**config.mk**
```make
export PLATFORM = sky130hd
export DESIGN_NAME = alarm_timekeeper
export DESIGN_NICKNAME = d
export VERILOG_FILES = /design/src/rtl/alarm_timekeeper.sv
export SDC_FILE = /design/constraint.sdc
export NUM_CORES = 1
export LEC_CHECK = 0
export ABC_AREA = 1
export CORE_MARGIN = 5
export CORE_UTILIZATION = 45
export CTS_CLUSTER_SIZE = 10
export DETAILED_ROUTE_END_ITERATION = 7
export GPL_TIMING_DRIVEN = 0
export PLACE_DENSITY_LB_ADDON = 0.05
export SLEW_MARGIN = 25
export SYNTH_ARGS = -nofsm -noshare
export SYNTH_HDL_FRONTEND = slang
export SYNTH_SLANG_ARGS = --single-unit
```
**constraint.sdc**
```tcl
create_clock -name Clk -period 1.4 [get_ports Clk]
set_input_delay 0.42 -clock Clk [delete_from_list [all_inputs] [get_ports Clk]]
set_output_delay 0.42 -clock Clk [all_outputs]
set_load 0.05 [all_outputs]
```
**src/rtl/alarm_timekeeper.sv**
```systemverilog
// -----------------------------------------------------------------------------
// alarm_timekeeper
//
// 24-hour HH:MM:SS timekeeper with one HH:MM alarm and a buzzer output.
// Everything runs on Clk; the 1 Hz Sec_clk is treated as an asynchronous data
// input. It is synchronised and edge-detected into a one-cycle tick.
//
// Optional feature: define ALARM_SNOOZE_EN to build the SNOOZE state, its
// counter and the Snooze input. Without it, Snooze is accepted and ignored.
//
// Ports:
//   Clk        in   system clock (50 MHz)
//   Rst_n      in   synchronous active-low reset
//   Sec_clk    in   1 Hz square wave, async; each rising edge is one second
//   Mode       in   00/11 run, 01 set time, 10 set alarm
//   Inc_min    in   pulse: +1 minute of the register selected by Mode
//   Inc_hr     in   pulse: +1 hour of the register selected by Mode
//   Alarm_on   in   level: alarm armed
//   Stop       in   pulse: silence the alarm
//   Snooze     in   pulse: snooze (ALARM_SNOOZE_EN builds only)
//   Hours      out  current hour 0..23
//   Minutes    out  current minute 0..59
//   Seconds    out  current second 0..59
//   Al_hours   out  alarm hour
//   Al_minutes out  alarm minute
//   Buzzer     out  1 while ringing
//   Dbg_state  out  FSM state register (0 IDLE, 1 RINGING, 2 SNOOZE)
//
// Handshake: there are no valid/ready channels; Inc_min, Inc_hr, Stop and
// Snooze are single-cycle pulses acted on at the Clk edge where they are high.
// -----------------------------------------------------------------------------
module alarm_timekeeper #(
  parameter int RING_SECS     = 60,
  parameter int SNOOZE_MIN    = 5,
  parameter int ALARM_RST_HR  = 6,
  parameter int ALARM_RST_MIN = 0
) (
  input  logic       Clk,
  input  logic       Rst_n,
  input  logic       Sec_clk,
  input  logic [1:0] Mode,
  input  logic       Inc_min,
  input  logic       Inc_hr,
  input  logic       Alarm_on,
  input  logic       Stop,
  input  logic       Snooze,
  output logic [4:0] Hours,
  output logic [5:0] Minutes,
  output logic [5:0] Seconds,
  output logic [4:0] Al_hours,
  output logic [5:0] Al_minutes,
  output logic       Buzzer,
  output logic [1:0] Dbg_state
);

`ifdef ALARM_SNOOZE_EN
  localparam int SNZ_TICKS = SNOOZE_MIN * 60;

  typedef enum logic [1:0] {
    IDLE    = 2'd0,
    RINGING = 2'd1,
    SNOOZE  = 2'd2
  } state_t;
`else
  typedef enum logic [1:0] {
    IDLE    = 2'd0,
    RINGING = 2'd1
  } state_t;

  logic unused_snooze;
  assign unused_snooze = Snooze;
`endif

  state_t state_q, state_d;

  // ---------------------------------------------------------------------------
  // Sec_clk synchroniser and rising-edge detector. All three flops reset to 1
  // so a Sec_clk that is already high when reset releases is not seen as an
  // edge.
  // ---------------------------------------------------------------------------
  logic sync1, sync2, hist;
  logic tick;

  always_ff @(posedge Clk) begin
    if (!Rst_n) begin
      sync1 <= 1'b1;
      sync2 <= 1'b1;
      hist  <= 1'b1;
    end else begin
      sync1 <= Sec_clk;
      sync2 <= sync1;
      hist  <= sync2;
    end
  end

  assign tick = sync2 & ~hist;

  logic set_time, set_alarm;
  assign set_time  = (Mode == 2'b01);
  assign set_alarm = (Mode == 2'b10);

  // ---------------------------------------------------------------------------
  // Time of day
  // ---------------------------------------------------------------------------
  always_ff @(posedge Clk) begin
    if (!Rst_n) begin
      Hours   <= '0;
      Minutes <= '0;
      Seconds <= '0;
    end else if (set_time) begin
      Seconds <= '0;
      if (Inc_min) Minutes <= (Minutes == 6'd59) ? 6'd0 : Minutes + 6'd1;
      if (Inc_hr)  Hours   <= (Hours == 5'd23)   ? 5'd0 : Hours + 5'd1;
    end else if (tick) begin
      if (Seconds == 6'd59) begin
        Seconds <= '0;
        if (Minutes == 6'd59) begin
          Minutes <= '0;
          Hours   <= (Hours == 5'd23) ? 5'd0 : Hours + 5'd1;
        end else begin
          Minutes <= Minutes + 6'd1;
        end
      end else begin
        Seconds <= Seconds + 6'd1;
      end
    end
  end

  // ---------------------------------------------------------------------------
  // Alarm time register
  // ---------------------------------------------------------------------------
  always_ff @(posedge Clk) begin
    if (!Rst_n) begin
      Al_hours   <= 5'(ALARM_RST_HR);
      Al_minutes <= 6'(ALARM_RST_MIN);
    end else if (set_alarm) begin
      if (Inc_min) Al_minutes <= (Al_minutes == 6'd59) ? 6'd0 : Al_minutes + 6'd1;
      if (Inc_hr)  Al_hours   <= (Al_hours == 5'd23)   ? 5'd0 : Al_hours + 5'd1;
    end
  end

  // ---------------------------------------------------------------------------
  // Trigger: compare only in the cycle right after a tick advanced the time.
  // Tying the compare to the tick stops the alarm from re-firing for the rest
  // of the matching second and stops set-time edits from ever firing it.
  // ---------------------------------------------------------------------------
  logic tick_d;
  logic trigger;

  always_ff @(posedge Clk) begin
    if (!Rst_n) tick_d <= 1'b0;
    else        tick_d <= tick & ~set_time;
  end

  assign trigger = tick_d & Alarm_on & ~set_time &
                   (Hours == Al_hours) & (Minutes == Al_minutes) &
                   (Seconds == 6'd0);

  // ---------------------------------------------------------------------------
  // Ring / snooze FSM
  // ---------------------------------------------------------------------------
  logic [7:0] ring_cnt;
`ifdef ALARM_SNOOZE_EN
  logic [11:0] snz_cnt;
`endif

  always_comb begin
    state_d = state_q;
    case (state_q)
      IDLE: begin
        if (trigger) state_d = RINGING;
      end
      RINGING: begin
        if (Stop)           state_d = IDLE;
        else if (!Alarm_on) state_d = IDLE;
`ifdef ALARM_SNOOZE_EN
        else if (Snooze)    state_d = SNOOZE;
`endif
        else if (tick && ring_cnt == 8'(RING_SECS - 1)) state_d = IDLE;
      end
`ifdef ALARM_SNOOZE_EN
      SNOOZE: begin
        if (Stop || !Alarm_on) state_d = IDLE;
        else if (tick && snz_cnt == 12'(SNZ_TICKS - 1)) state_d = RINGING;
      end
`endif
      default: state_d = IDLE;
    endcase
  end

  always_ff @(posedge Clk) begin
    if (!Rst_n) begin
      state_q <= IDLE;
      Buzzer  <= 1'b0;
    end else begin
      state_q <= state_d;
      Buzzer  <= (state_d == RINGING);
    end
  end

  // Counters run only while the FSM stays in their state; any entry clears.
  always_ff @(posedge Clk) begin
    if (!Rst_n) begin
      ring_cnt <= '0;
    end else if (state_q == RINGING && state_d == RINGING) begin
      if (tick) ring_cnt <= ring_cnt + 8'd1;
    end else begin
      ring_cnt <= '0;
    end
  end

`ifdef ALARM_SNOOZE_EN
  always_ff @(posedge Clk) begin
    if (!Rst_n) begin
      snz_cnt <= '0;
    end else if (state_q == SNOOZE && state_d == SNOOZE) begin
      if (tick) snz_cnt <= snz_cnt + 12'd1;
    end else begin
      snz_cnt <= '0;
    end
  end
`endif

  assign Dbg_state = state_q;

endmodule

```
== Yosys cells after proc, flatten, opt, wreduce, memory -nomap -nowiden ==
Cells that the tools add are included.
Cells by class
  add/subtract/negate cells: 6
  equality and inequality tests: 14
  mux-type cells: 19
  bitwise operators: 10
  reductions and logical operators: 13
Operator list (count)
  $mux W6: 7
  $mux W5: 7
  $add A6 B1 Y6 const B: 3
  $eq A6 B6 Y1 const B: 3
  $add A5 B1 Y5 const B: 2
  $eq A5 B5 Y1 const B: 2
  $add A8 B1 Y8 const B: 1
  $eq A8 B6 Y1 const B: 1
  $mux W2: 4
  $and A1 B1 Y1: 7
  $eq A2 B1 Y1 const B: 3
  $eq A6 B6 Y1: 1
  $logic_not A6 Y1: 1
  $reduce_and A2 Y1: 3
  $reduce_bool A2 Y1: 3
  $eq A5 B5 Y1: 1
  $ne A2 B2 Y1 const B: 2
  $pmux W2 S2: 1
  $reduce_and A4 Y1: 1
  $not A1 Y1: 3
  $reduce_and A3 Y1: 1
  $eq A2 B2 Y1 const B: 1
  $logic_and A1 B1 Y1: 2
  $logic_not A2 Y1: 1
  $reduce_or A2 Y1: 1
Storage, ports and cells
  bits in registers: 43
  output and inout bits: 31
  logic and storage cells: 74

== Logic depth before layout (Yosys ltp) ==
Gate-level depths: netlist (run 1).
  depth in word-level cells: 11
  depth in mapped cells: 10
  gate-level depth less buffers: 10

== Least setup slack after synthesis (run 1) ==
Ideal clock, no wire load.
  path type: reg-to-reg
  start: register Minutes[0]
  end: register Hours[1]
  arrival: 1.651 ns
  data required time: 1.272 ns
  setup slack: -0.379 ns
  stages on the path, launching flop included: 9
  path buffers: 0
  path through: dfxtp_1 ha_1 nand3_1 nor2_2 nand3_2 nand2_4 nand2_1 o21ai_1 nor2_1
On the way
  word-level cells in the longest chain between the ends: 3
Ends and longest elaborated chain
  start, declared: RTL line 48  | output logic [5:0] Minutes,
  start signal, assigned: RTL line 112  | if (Inc_min) Minutes <= (Minutes == 6'd59) ? 6'd0 : Minutes + 6'd1;
  start signal, assigned: RTL line 121  | Minutes <= Minutes + 6'd1;
  $eq A6 B6 Y1: RTL line 117  | if (Minutes == 6'd59) begin
  $reduce_bool A2 Y1 (no source line)
  $reduce_and A4 Y1 (no source line)
  end signal, assigned: RTL line 113  | if (Inc_hr) Hours <= (Hours == 5'd23) ? 5'd0 : Hours + 5'd1;
  end signal, assigned: RTL line 119  | Hours <= (Hours == 5'd23) ? 5'd0 : Hours + 5'd1;
  end, declared: RTL line 47  | output logic [4:0] Hours,
Every way passes these cells.
A chain may end at the register's enable or synchronous reset.

== Worst setup path in the final report (run 1) ==
  start: register Minutes[5]
  end: output Minutes[5]
No word-level cell between the ends.

==> results of run 1 <==
[cells in the mapped netlist, drive strengths merged]
master  count
nand2      92
nor3b       2
xor2        5
nand3      29
nand4       9
xnor2       1
ha          7
inv        54
dfxtp      43
o21ai      11
and3        1
a21oi      27
buf         3
clkbuf      1
nor4        1
o211ai      1
nor2       38
nor3       16
a211oi      1
conb        1
or2         3
[metrics by stage]
stage / worst slack [ns] / total power, mW / hold WS [ns]
after floorplan: -0.00795 / 1.44 / 0.393
final: 0.0407 / 2.66 / 0.423
after global placement: -0.683 / 1.53 / 0.394
after CTS: 0.00202 / 2.67 / 0.424
after detailed placement: -0.682 / 1.53 / 0.400
after global routing: -0.00525 / 2.77 / 0.443
[sequential cells by signal, indices dropped and copies added, names as in the netlist, 2 cells and up]
register    count
Al_hours        5
Minutes         6
ring_cnt        8
Hours           5
Dbg_state       2
Al_minutes      6
Seconds         6
[timing repair]
action / 4_1_cts / 5_1_grt
endpoints found under the hold margin: 0 / 0
pin swaps: 2 / 4
setup endpoints to repair: 69 / 34
setup buffers: 1 / 4
resized for setup: 183 / 28
cloned: 0 / 1
[routing by layer]
metal / vias up / wire length [um] / track usage / part of all wire
met5: - / 0 / 0 / 0
met4: 0 / 35 / 0.0449 / 0.0063
met3: 4 / 204 / 0.0325 / 0.037
met2: 38 / 2530 / 0.290 / 0.46
met1: 1035 / 2750 / 0.227 / 0.50
li1: 1212 / - / - / -
[power by group through the flow]
stage | Clock [mW] | Sequential, mW | Combinational, mW
detailed placement | 0 | 1.29 | 0.240
floorplan | 0 | 1.34 | 0.101
global placement | 0 | 1.29 | 0.238
finish | 1.15 | 1.26 | 0.245
CTS | 1.17 | 1.26 | 0.235
global route | 1.23 | 1.27 | 0.270
[cell families (layout without fill, tap and decap cells)]
group                      after synthesis  count (layout)  synth area share
xor gates and xnor gates                 6               6            0.0224
other                                    1               1           0.00160
adders and majority gates                7               7            0.0374
and+or+nand+nor                        191             192             0.386
DFF                                     43              43             0.367
AOI/OAI and AO/OA                       40              40            0.0907
buffers and inverters                   58             110            0.0944
[area by class of cell]
type | count | area (um2) | area share
Buffer | 4 | 20.0 | 0.00656
Clock buffer | 6 | 72.6 | 0.0238
Clock inverter | 2 | 60.1 | 0.0197
Inverter | 54 | 203 | 0.0664
Multi-Input combinational cell | 246 | 1380 | 0.451
Sequential cell | 43 | 906 | 0.297
Tap cell | 70 | 87.6 | 0.0287
Timing Repair Buffer | 44 | 325 | 0.107
[worst min path at each step]
stage,end,cells past startpoint,slack (ns)
floorplan,sync2,1,0.39
global placement,sync2,1,0.39
detailed placement,sync2,1,0.40
CTS,sync2,1,0.42
global route,sync2,1,0.44
finish,sync2,1,0.42
==> impl.org, run 1 <==
** Global routing
- Vias in the first global route :: 2096
- Final global-route overflow total :: 0
- Entering global routing, the biggest net connects 14 pins.
- In the global route stage, overall resource usage came out at 0.173.
- Antenna violations before repair :: 0
- First-pass GRT wire length :: 9270 um

** STA
- Highest attainable clock frequency :: 736 MHz
- The final count of pins violating max slew is 0.
- The worst path in the final design needs a cycle of 1.36 ns, including I/O delays and setup.
- Endpoints failing hold :: 0
- For the final database, setup skew stands at 0.00593 ns.
- Number of failing setup endpoints in the final timing report :: 0
- Setup TNS :: 0 ns
- In the finished design, the share of the clock period the worst path needs comes to 0.971.

** Placement
- Number of instances in the placed design :: 455
- Once placement finished, the instance area stood at 2870 um2.
- Once detailed placement completed, the half-perimeter wirelength came to 4050 um.
- Port buffer count :: 39
- Final GP Congestion :: 0.800

** Floorplan
- Std cell rows :: 26
- Measured along the y axis, the die boundary spans 82.2 um.
- Initial cell density of the core :: 0.462
- The die is 82.2 um wide.
- The die covers 6750 um2.
- Top-Level Pins :: 41
- The region available for standard cell placement spans 5070 um2.

** Power
- IR analysis of the VDD net gives a maximum drop of 0.610 mV.
- The analysis attributes to net switching a power of 0.626 mW.
- The share of total power dissipated in combinational logic is 0.092.
- The share of total power dissipated in sequential elements is 0.475.
- Power spread over the standard cell area amounts to 871 nW/um2.
- Leakage component of the power :: 1.26 nW
- Of the total power, the clock network draws 0.433.
- Of the total power, the share spent switching nets is 0.235.
- Design internal power :: 2.03 mW

** Outcome
- Status :: finished clean

** Finish
- Antenna Diode Count :: 0
- Final standard cell area without fillers :: 3050 um2
- Layout area overhead :: 30.1%
- Fill count :: 507
- Most common library cell in the layout ignoring fill and taps :: sky130_fd_sc_hd__nand2_1
- Fin nets :: 415
- In the final layout, the share of cells above drive strength 1 is 0.286.
- At the end of the flow the core is filled with cells to 0.601.
- For this run, the number of standard cells in the final layout without fillers is 469.
- In the layout the commonest cells are sky130_fd_sc_hd__nand2_1 (88), sky130_fd_sc_hd__inv_1 (49), sky130_fd_sc_hd__nor2_1 (32).

** Worst setup path
- STA classifies the critical path endpoint as an output port.
- The worst register-to-register path begins at Minutes[0].
- STA classifies the critical path startpoint as a flip-flop.
- Critical path fanouts, max :: 6
- The worst setup path is of the reg2out kind.
- The largest individual stage delay along the critical path comes from the cell sky130_fd_sc_hd__dfxtp_2.
- Crit path buffers/inverters :: 1
- Cell Chain, Critical Path :: clkbuf_4
- Required time of the worst setup path :: 0.98 ns
- The setup check on the worst reg-to-reg path leaves a slack of 0.09 ns.
- Delay contributed by the slowest stage of the critical path :: 0.40 ns
- Family of cells with the greatest summed delay on the critical path :: flip-flops
- The number of cells on the worst reg-to-reg path is 8.
- Arr. time, crit path :: 0.94 ns
- The endpoint identified for the worst register-to-register timing path is Hours[1].
- The most critical setup path has its startpoint at Minutes[5].
- In this run the number of cells on the critical path is 1.
- The critical path ends at Minutes[5].

** Hold path
- The worst hold path belongs to the class reg2reg.
- The startpoint identified for the worst hold timing path is sync1.

** Detailed routing
- The routed layout has 2289 vias.
- Total wire length :: 5520 um
- Via-to-Cell Ratio :: 4.88
- In the final routed layout, each cell accounts on average for 11.8 um.
- # DRC :: 0
- The first detailed-routing pass took 4 iterations.
- The count of nets left with antenna violations once routing finished came out at 0.
- The first routing iteration left 52 violations.

** Synth
- Synth top area cells :: sky130_fd_sc_hd__dfxtp_1 (37%), sky130_fd_sc_hd__nand2_1 (14%), sky130_fd_sc_hd__inv_1 (8.2%), sky130_fd_sc_hd__a21oi_1 (5.5%), sky130_fd_sc_hd__nand3_1 (5.5%)
- The synthesized netlist contains 32 unique library cells.
- Counting every net in the synthesized netlist gives 363.
- Synthesis inferred 43 register bits.
- Synthesis handed over a netlist of 346 instances.
- Share of synthesized area occupied by flip-flops and latches :: 0.367
- The synthesized netlist occupies a cell area of 2340 um2.
- Cell accounting for the most synthesized area :: sky130_fd_sc_hd__dfxtp_1
- Number of warnings issued by yosys :: 0
- Each instance of the synthesized netlist takes up on average 6.78 um2.
- Yosys top cell area share :: 0.367

** Clocking
- The tree is rooted in a sky130_fd_sc_hd__clkbuf_8.
- Buffers inserted during clock tree synthesis total 5.
- H-tree depth :: 2
- The number of hold buffers added after CTS was 0.
- TritonCTS built the clock tree.
- Clock latency on the worst-skew pair, taken at its later pin, is 0.29 ns.
- In this run the deepest clock path goes through 2 buffers.
- Sink count of the clock tree :: 43
- Reg clk slew, reported paths :: 0.09 ns

** Flow run
- Max Cap Viol :: 0
Note: power is estimated with default switching activity, not from simulation.
==> run 2: changes to the inputs <==
CORE_MARGIN = 1.5   (was 5)
CTS_CLUSTER_SIZE = default   (was 10)
==> run 2 against run 1 <==
Via count rose by 0.35%. Highest routed layer unchanged. Critical path depth rose by 4. Routed wire length fell by 1.8%. Hold slack improved by 0.019 ns. Largest cell class unchanged. Global-route usage rose by 3.1 points.
==> impl.org, run 2 (synthesized netlist as in run 1, its figures left out) <==
** Outcome
- Status :: finished clean

** Worst setup path
- Critical path fanouts, max :: 8
- For this design, the slowest cell found on the critical path is sky130_fd_sc_hd__clkdlybuf4s50_1.
- STA puts the critical path data required time at 1.61 ns.
- Crit path buffers/inverters :: 1
- On the critical path the largest part of the delay comes from simple AND/OR/NAND/NOR gates.
- Crit path launch type :: input pin
- In this run the register-to-register setup slack is 0.08 ns.
- Traced cell by cell, the critical path runs through clkdlybuf4s50_1 -> nand2_1 -> nor3_2 -> nand3_2 -> nor3_1.
- The setup path with the least slack is of type in2reg.
- In this run the worst setup path begins at Alarm_on.
- In this run the critical register-to-register path is captured at Hours[2].
- Nature of the critical path endpoint :: flip-flop
- The critical path runs through a total of 5 cells.
- For the worst flop-to-flop path, the logic depth is 8.
- For this run, the slowest stage of the critical path takes 0.48 ns.
- The worst register-to-register path begins at Seconds[1].
- Data arrives at the worst endpoint at 1.58 ns.

** STA
- Final period demand of the worst path :: 1.37 ns
- Final hold analysis gives a worst-case slack of 0.441 ns.
- Setup TNS :: 0 ns
- The clock arrives with 0.00477 ns of skew.
- Across all setup checks in the final design, the least slack found is 0.0319 ns.
- Total count of max-transition violations in the final report :: 0
- Setup violations remaining at the end of the flow were counted as 0.
- Of the available clock period, the critical path in the final layout requires 0.977.
- The number of failing hold endpoints at the final stage came to 0.
- Setup repair after global routing could not meet its margin everywhere.
- Highest attainable clock frequency :: 731 MHz

** Hold path
- Worst min path class :: reg2reg
- End point of the most critical hold path :: sync2
- The worst hold path begins at sync1.
- Counting instances, the worst hold path has a depth of 1.

** Flow run
- Max Cap Viol :: 0

** Detailed routing
- The first detailed-routing pass took 4 iterations.
- Routed wire length per instance :: 11.6 um
- Total wire length :: 5420 um
- Via-to-Cell Ratio :: 4.90
- Number of violations reported at the end of detailed-routing iteration 0 :: 88
- For this block, the via count after detailed routing is 2297.
- Remaining antenna violation count :: 0
- After detailed routing, the number of remaining DRC violations is 0.

** Global routing
- Entering global routing, the biggest net connects 14 pins.
- The via count of the first global-routing pass is 2049.
- Antenna violations before repair :: 0
- Across every metal layer, demand over resource in global routing totals 0.204.
- First-pass GRT wire length :: 9030 um
- Final global-route overflow total :: 0

** Floorplan
- The die covers 5650 um2.
- The initial utilization of the core area, before any placement, comes to 0.462.
- Core ar. :: 5070 um2
- In this run the count of I/O pins placed on the die edge is 41.
- Std cell rows :: 26
- Overall die height :: 75.2 um
- Die extent in x :: 75.2 um

** Finish
- The library cell used most frequently in the layout, excluding fill and tap cells, is sky130_fd_sc_hd__nand2_1.
- Largest register FFs :: 8
- 0 antenna diodes ended up in the layout.
- Of the cells placed in the final design, the portion with a size suffix greater than 1 is 0.276.
- Fill count :: 527
- Fin nets :: 415
- Ranked by flip-flop count, first place goes to ring_cnt.
- Most frequent cells in the layout :: sky130_fd_sc_hd__nand2_1 (87), sky130_fd_sc_hd__inv_1 (50), sky130_fd_sc_hd__nor2_1 (33)
- Compared with the post-synthesis result, the final layout area differs by 29.1%.

** Power
- Power comes to 2.57 mW.
- IR analysis of the VDD net gives a maximum drop of 0.388 mV.
- Power spread over the standard cell area amounts to 851 nW/um2.
- Leakage component of the power :: 1.28 nW

** Clocking
- The clock reaches the later pin of the worst-skew pair after 0.29 ns.
- Number of buffers created by CTS :: 5
- Clock tree synthesis found a total of 43 sinks.
- H-tree depth :: 2
- Root buf cell :: sky130_fd_sc_hd__clkbuf_8
- Clock Path Buffers :: 2
- After clock tree synthesis, the clock-pin slew on the worst setup and hold paths is 0.08 ns.
- Hold buffers post-CTS :: 0
- Clock tree from TritonCTS :: yes

** Placement
- The congestion estimate from routability-driven global placement came to 0.823.
- Post-placement worst setup slack :: -0.715 ns
- Port buffer count :: 39
- Detailed placement finished with a half-perimeter wire length of 3980 um.
## run 2: timing repair
item | CTS | global route
gates resized for setup | 180 | 25
endpoints found under the setup margin | 70 | 31
pin swaps | 3 | 4
buffers inserted | 2 | 3
gates cloned | 0 | 1
## run 2: how the worst max path moves through the flow
stage                              to  slack, ns
after floorplan              Hours[1]     -0.008
after global placement       Hours[1]      -0.70
after detailed placement     Hours[1]      -0.72
after CTS                      Buzzer    0.00004
after global routing       Seconds[5]      -0.04
final                     ring_cnt[3]       0.03
## run 2: metal layers
| layer | vias to the layer above | track usage | part of all wire |
|---|---|---|---|
| met5 | - | 0 | 0 |
| met4 | 0 | 0.0417 | 0.0055 |
| met3 | 5 | 0.0402 | 0.037 |
| met2 | 43 | 0.353 | 0.47 |
| met1 | 1031 | 0.266 | 0.48 |
| li1 | 1218 | - | - |
## run 2: final cells by class
| cell class | instances | area, um2 | area share |
|---|---|---|---|
| repair buffers | 44 | 340 | 0.112 |
| inverters | 54 | 203 | 0.0670 |
| multi-input cells | 246 | 1340 | 0.444 |
| plain buffers | 4 | 20.0 | 0.00661 |
| clock buffers | 7 | 97.6 | 0.0322 |
| clock inverters | 1 | 30.0 | 0.00992 |
| well taps | 70 | 87.6 | 0.0289 |
| flip-flops and latches | 43 | 906 | 0.299 |
## run 2: report_power, final
group	internal, mW	switching [mW]	total (mW)	leakage [nW]
logic	0.0861	0.163	0.249	0.858
registers	1.24	0.0238	1.26	0.361
clock network	0.641	0.425	1.07	0.0636
total	1.96	0.611	2.57	1.28
## run 2: stage by stage
stage | instance area [um2] | std cells | utilization
after global placement | 2870 | 455 | 0.566
after global routing | 3030 | 469 | 0.596
after detailed placement | 2870 | 455 | 0.566
after CTS | 2930 | 465 | 0.577
after floorplan | 2390 | 346 | -
final | 3030 | 469 | 0.596
==> run 3: changes to the inputs <==
HOLD_SLACK_MARGIN = 0.12   (was default)
PLACE_DENSITY = 0.72   (was default)
PLACE_DENSITY_LB_ADDON = default   (was 0.05)
==> run 3 against run 2 <==
Maximum frequency fell by 0.86%. Routed wire length up 5.8%. Hold slack got worse by 0.012 ns. First-iteration DRC count up 5.7%. Critical endpoint is now Al_hours[2]. Largest cell class unchanged.
==> impl.org, run 3 (synthesized netlist as in run 1, its figures left out) <==
** Worst setup path
- The critical path starts at Al_hours[2].
- Together, buffers and inverters on the worst path number 1.
- On the critical path, the stage with the largest delay is an instance of sky130_fd_sc_hd__dfxtp_2.
- Count of cells along the worst register-to-register path :: 7
- The worst setup path is of the reg2out kind.
- The worst register-to-register path ends at Minutes[5].
- Walking the worst path, the cells encountered are buf_2.
- In this run the critical register-to-register path is launched from Seconds[3].
- STA classifies the critical path endpoint as an output port.
- Required time of the worst setup path :: 0.98 ns
- On the worst path, the slowest cell contributes a delay of 0.38 ns.
- Critical path fanouts, max :: 5
- Arr. time, crit path :: 0.96 ns
- Slack of the worst reg-to-reg path :: 0.08 ns
- The worst setup path is launched from a flip-flop.
- Family of cells with the greatest summed delay on the critical path :: flip-flops

** Floorplan
- The initial utilization of the core area, before any placement, comes to 0.462.
- Top-Level Pins :: 41
- Die extent in x :: 75.2 um
- The core region is 5070 um2.
- Measured along the y axis, the die boundary spans 75.2 um.
- Std cell rows :: 26
- The die covers 5650 um2.

** Global routing
- The first global-routing pass estimated 9030 um of wire.
- The number of antenna violations at the first check in global routing came to 0.
- Largest net degree at the start of global routing :: 14
- Across every metal layer, demand over resource in global routing totals 0.208.
- Vias in the first global route :: 2024
- Summed over all layers, the global routing overflow is 0.

** Clocking
- Number of buffers created by CTS :: 5
- Clock tree synthesis found a total of 43 sinks.
- After clock tree synthesis, the flow added hold-fix buffers numbering 0.
- In this run the number of H-tree levels came out at 2.
- TritonCTS built the clock tree.
- Root buf cell :: sky130_fd_sc_hd__clkbuf_8
- Insertion delay to the later sink of the worst-skew pair :: 0.30 ns
- No sink is reached through more buffers than the 2 on the longest clock path.
- After clock tree synthesis, the clock-pin slew on the worst setup and hold paths is 0.09 ns.

** STA
- The smallest clock period supported by the final layout is computed as 1.38 ns.
- Highest attainable clock frequency :: 725 MHz
- The final count of pins violating max slew came to 0.
- Once routing completed, OpenROAD measured the worst setup slack at 0.0200 ns.
- Setup violations remaining at the end of the flow were counted as 0.
- Setup repair after global routing could not meet its margin everywhere.
- In the finished design, the share of the clock period the worst path needs comes to 0.986.
- Across the routed clock network, the largest skew measured is 0.00964 ns.
- Endpoints failing hold :: 0
- Hold timing on the final database bottoms out at a slack of 0.430 ns.

** Detailed routing
- In this run the remaining antenna-violating nets after routing total 0.
- Total wire length :: 5730 um
- Total iterations of the first detailed-routing run :: 4
- After the first detailed-routing iteration, the DRC count stood at 93.
- Using the TritonRoute via totals, the vias-per-cell ratio works out to 4.98.
- For this run, design rule violations remaining after detail routing come to 0.
- Routed wire length per instance :: 12.2 um
- Summing over every cut layer, the via total after detailed routing is 2334.

** Placement
- The congestion estimate from routability-driven global placement came to 0.861.
- Detailed placement HPWL :: 4020 um
- Timing analysis after detailed placement gives a worst setup slack of -0.706 ns.
- Port buffer count :: 39

** Hold path
- Start point of the worst hold path :: sync1
- Hold Path Depth :: 1
- The tightest min-delay check is of the reg2reg type.
- End point of the most critical hold path :: sync2

** Finish
- Most common library cell in the layout ignoring fill and taps :: sky130_fd_sc_hd__nand2_1
- Counting flops per register, the top entry is ring_cnt.
- Largest register FFs :: 8
- 0 antenna diodes ended up in the layout.
- From synthesis to final layout, the design area changed by 30.7%.
- Fin nets :: 415
- Layout cells sized above 1 :: 0.306
- Most frequent cells in the layout :: sky130_fd_sc_hd__nand2_1 (86), sky130_fd_sc_hd__inv_1 (48), sky130_fd_sc_hd__nor2_1 (32)

** Power
- Leakage component of the power :: 1.26 nW
- Total power draw :: 2.52 mW
- Power per unit of standard cell area :: 824 nW/um2
- IR analysis of the VDD net gives a maximum drop of 0.442 mV.

** Flow run
- Across the run, the number of max-cap violations was 0.

** Outcome
- Status :: finished clean
[run 3: cell count changes in the layout (fill, tap and decap cells not counted), moves of 2 or more]
cell / change
sky130_fd_sc_hd__a21oi_1: -2
sky130_fd_sc_hd__a21oi_2: +2
sky130_fd_sc_hd__buf_6: -2
sky130_fd_sc_hd__dlygate4sd2_1: -2
sky130_fd_sc_hd__inv_1: -2
sky130_fd_sc_hd__nand3_4: +2
sky130_fd_sc_hd__nor3_1: -2
sky130_fd_sc_hd__nor3_2: +4
sky130_fd_sc_hd__nor3_4: -2
[run 3: routing by layer]
| layer | global-route usage | vias up | routed length (um) |
|---|---|---|---|
| li1 | - | 1208 | - |
| met1 | 0.256 | 1070 | 2480 |
| met2 | 0.367 | 48 | 2920 |
| met4 | 0.0694 | 0 | 65 |
| met5 | 0 | - | 0 |
| met3 | 0.0361 | 8 | 266 |
[run 3: how the worst max path moves through the flow]
stage | to | depth (start not counted)
2_1_floorplan | Hours[1] | 8
3_3_place_gp | Hours[0] | 4
3_5_place_dp | Hours[0] | 4
4_1_cts | Minutes[0] | 1
5_1_grt | Hours[1] | 8
6_report | Al_hours[2] | 1
[run 3: power by group]
group          leakage (nW)  internal, mW  total (mW)  switching, mW
Sequential            0.361          1.24        1.26         0.0277
Combinational         0.836        0.0876       0.254          0.166
Clock                0.0612         0.577        1.01          0.429
[run 3: area by class of cell]
| cell class | instances | area, um2 |
|---|---|---|
| Sequential cell | 43 | 907 |
| Inverter | 54 | 206 |
| Fill cell | 495 | 2010 |
| Clock buffer | 6 | 82.6 |
| Buffer | 4 | 20.0 |
| Clock inverter | 2 | 35.0 |
| Timing Repair Buffer | 44 | 335 |
| Tap cell | 70 | 87.6 |
| Multi-Input combinational cell | 246 | 1390 |
[run 3: what timing repair did]
action                                  4_1_cts  5_1_grt
resized for setup                           182       33
pin swaps                                     2        4
cloned                                        0        1
setup buffers                                 1        4
endpoints found under the setup margin       69       32
[run 3: through the flow]
| stage | TNS (ns) | instances | utilization | instance area, um2 |
|---|---|---|---|---|
| 3_3_place_gp | -25.58 | 455 | 0.566 | 2870 |
| 4_1_cts | 0 | 464 | 0.572 | 2900 |
| 6_report | 0 | 469 | 0.604 | 3060 |
| 2_1_floorplan | -0.00795 | 346 | - | 2390 |
| 3_5_place_dp | -27.30 | 455 | 0.566 | 2870 |
| 5_1_grt | -0.132 | 469 | 0.604 | 3060 |
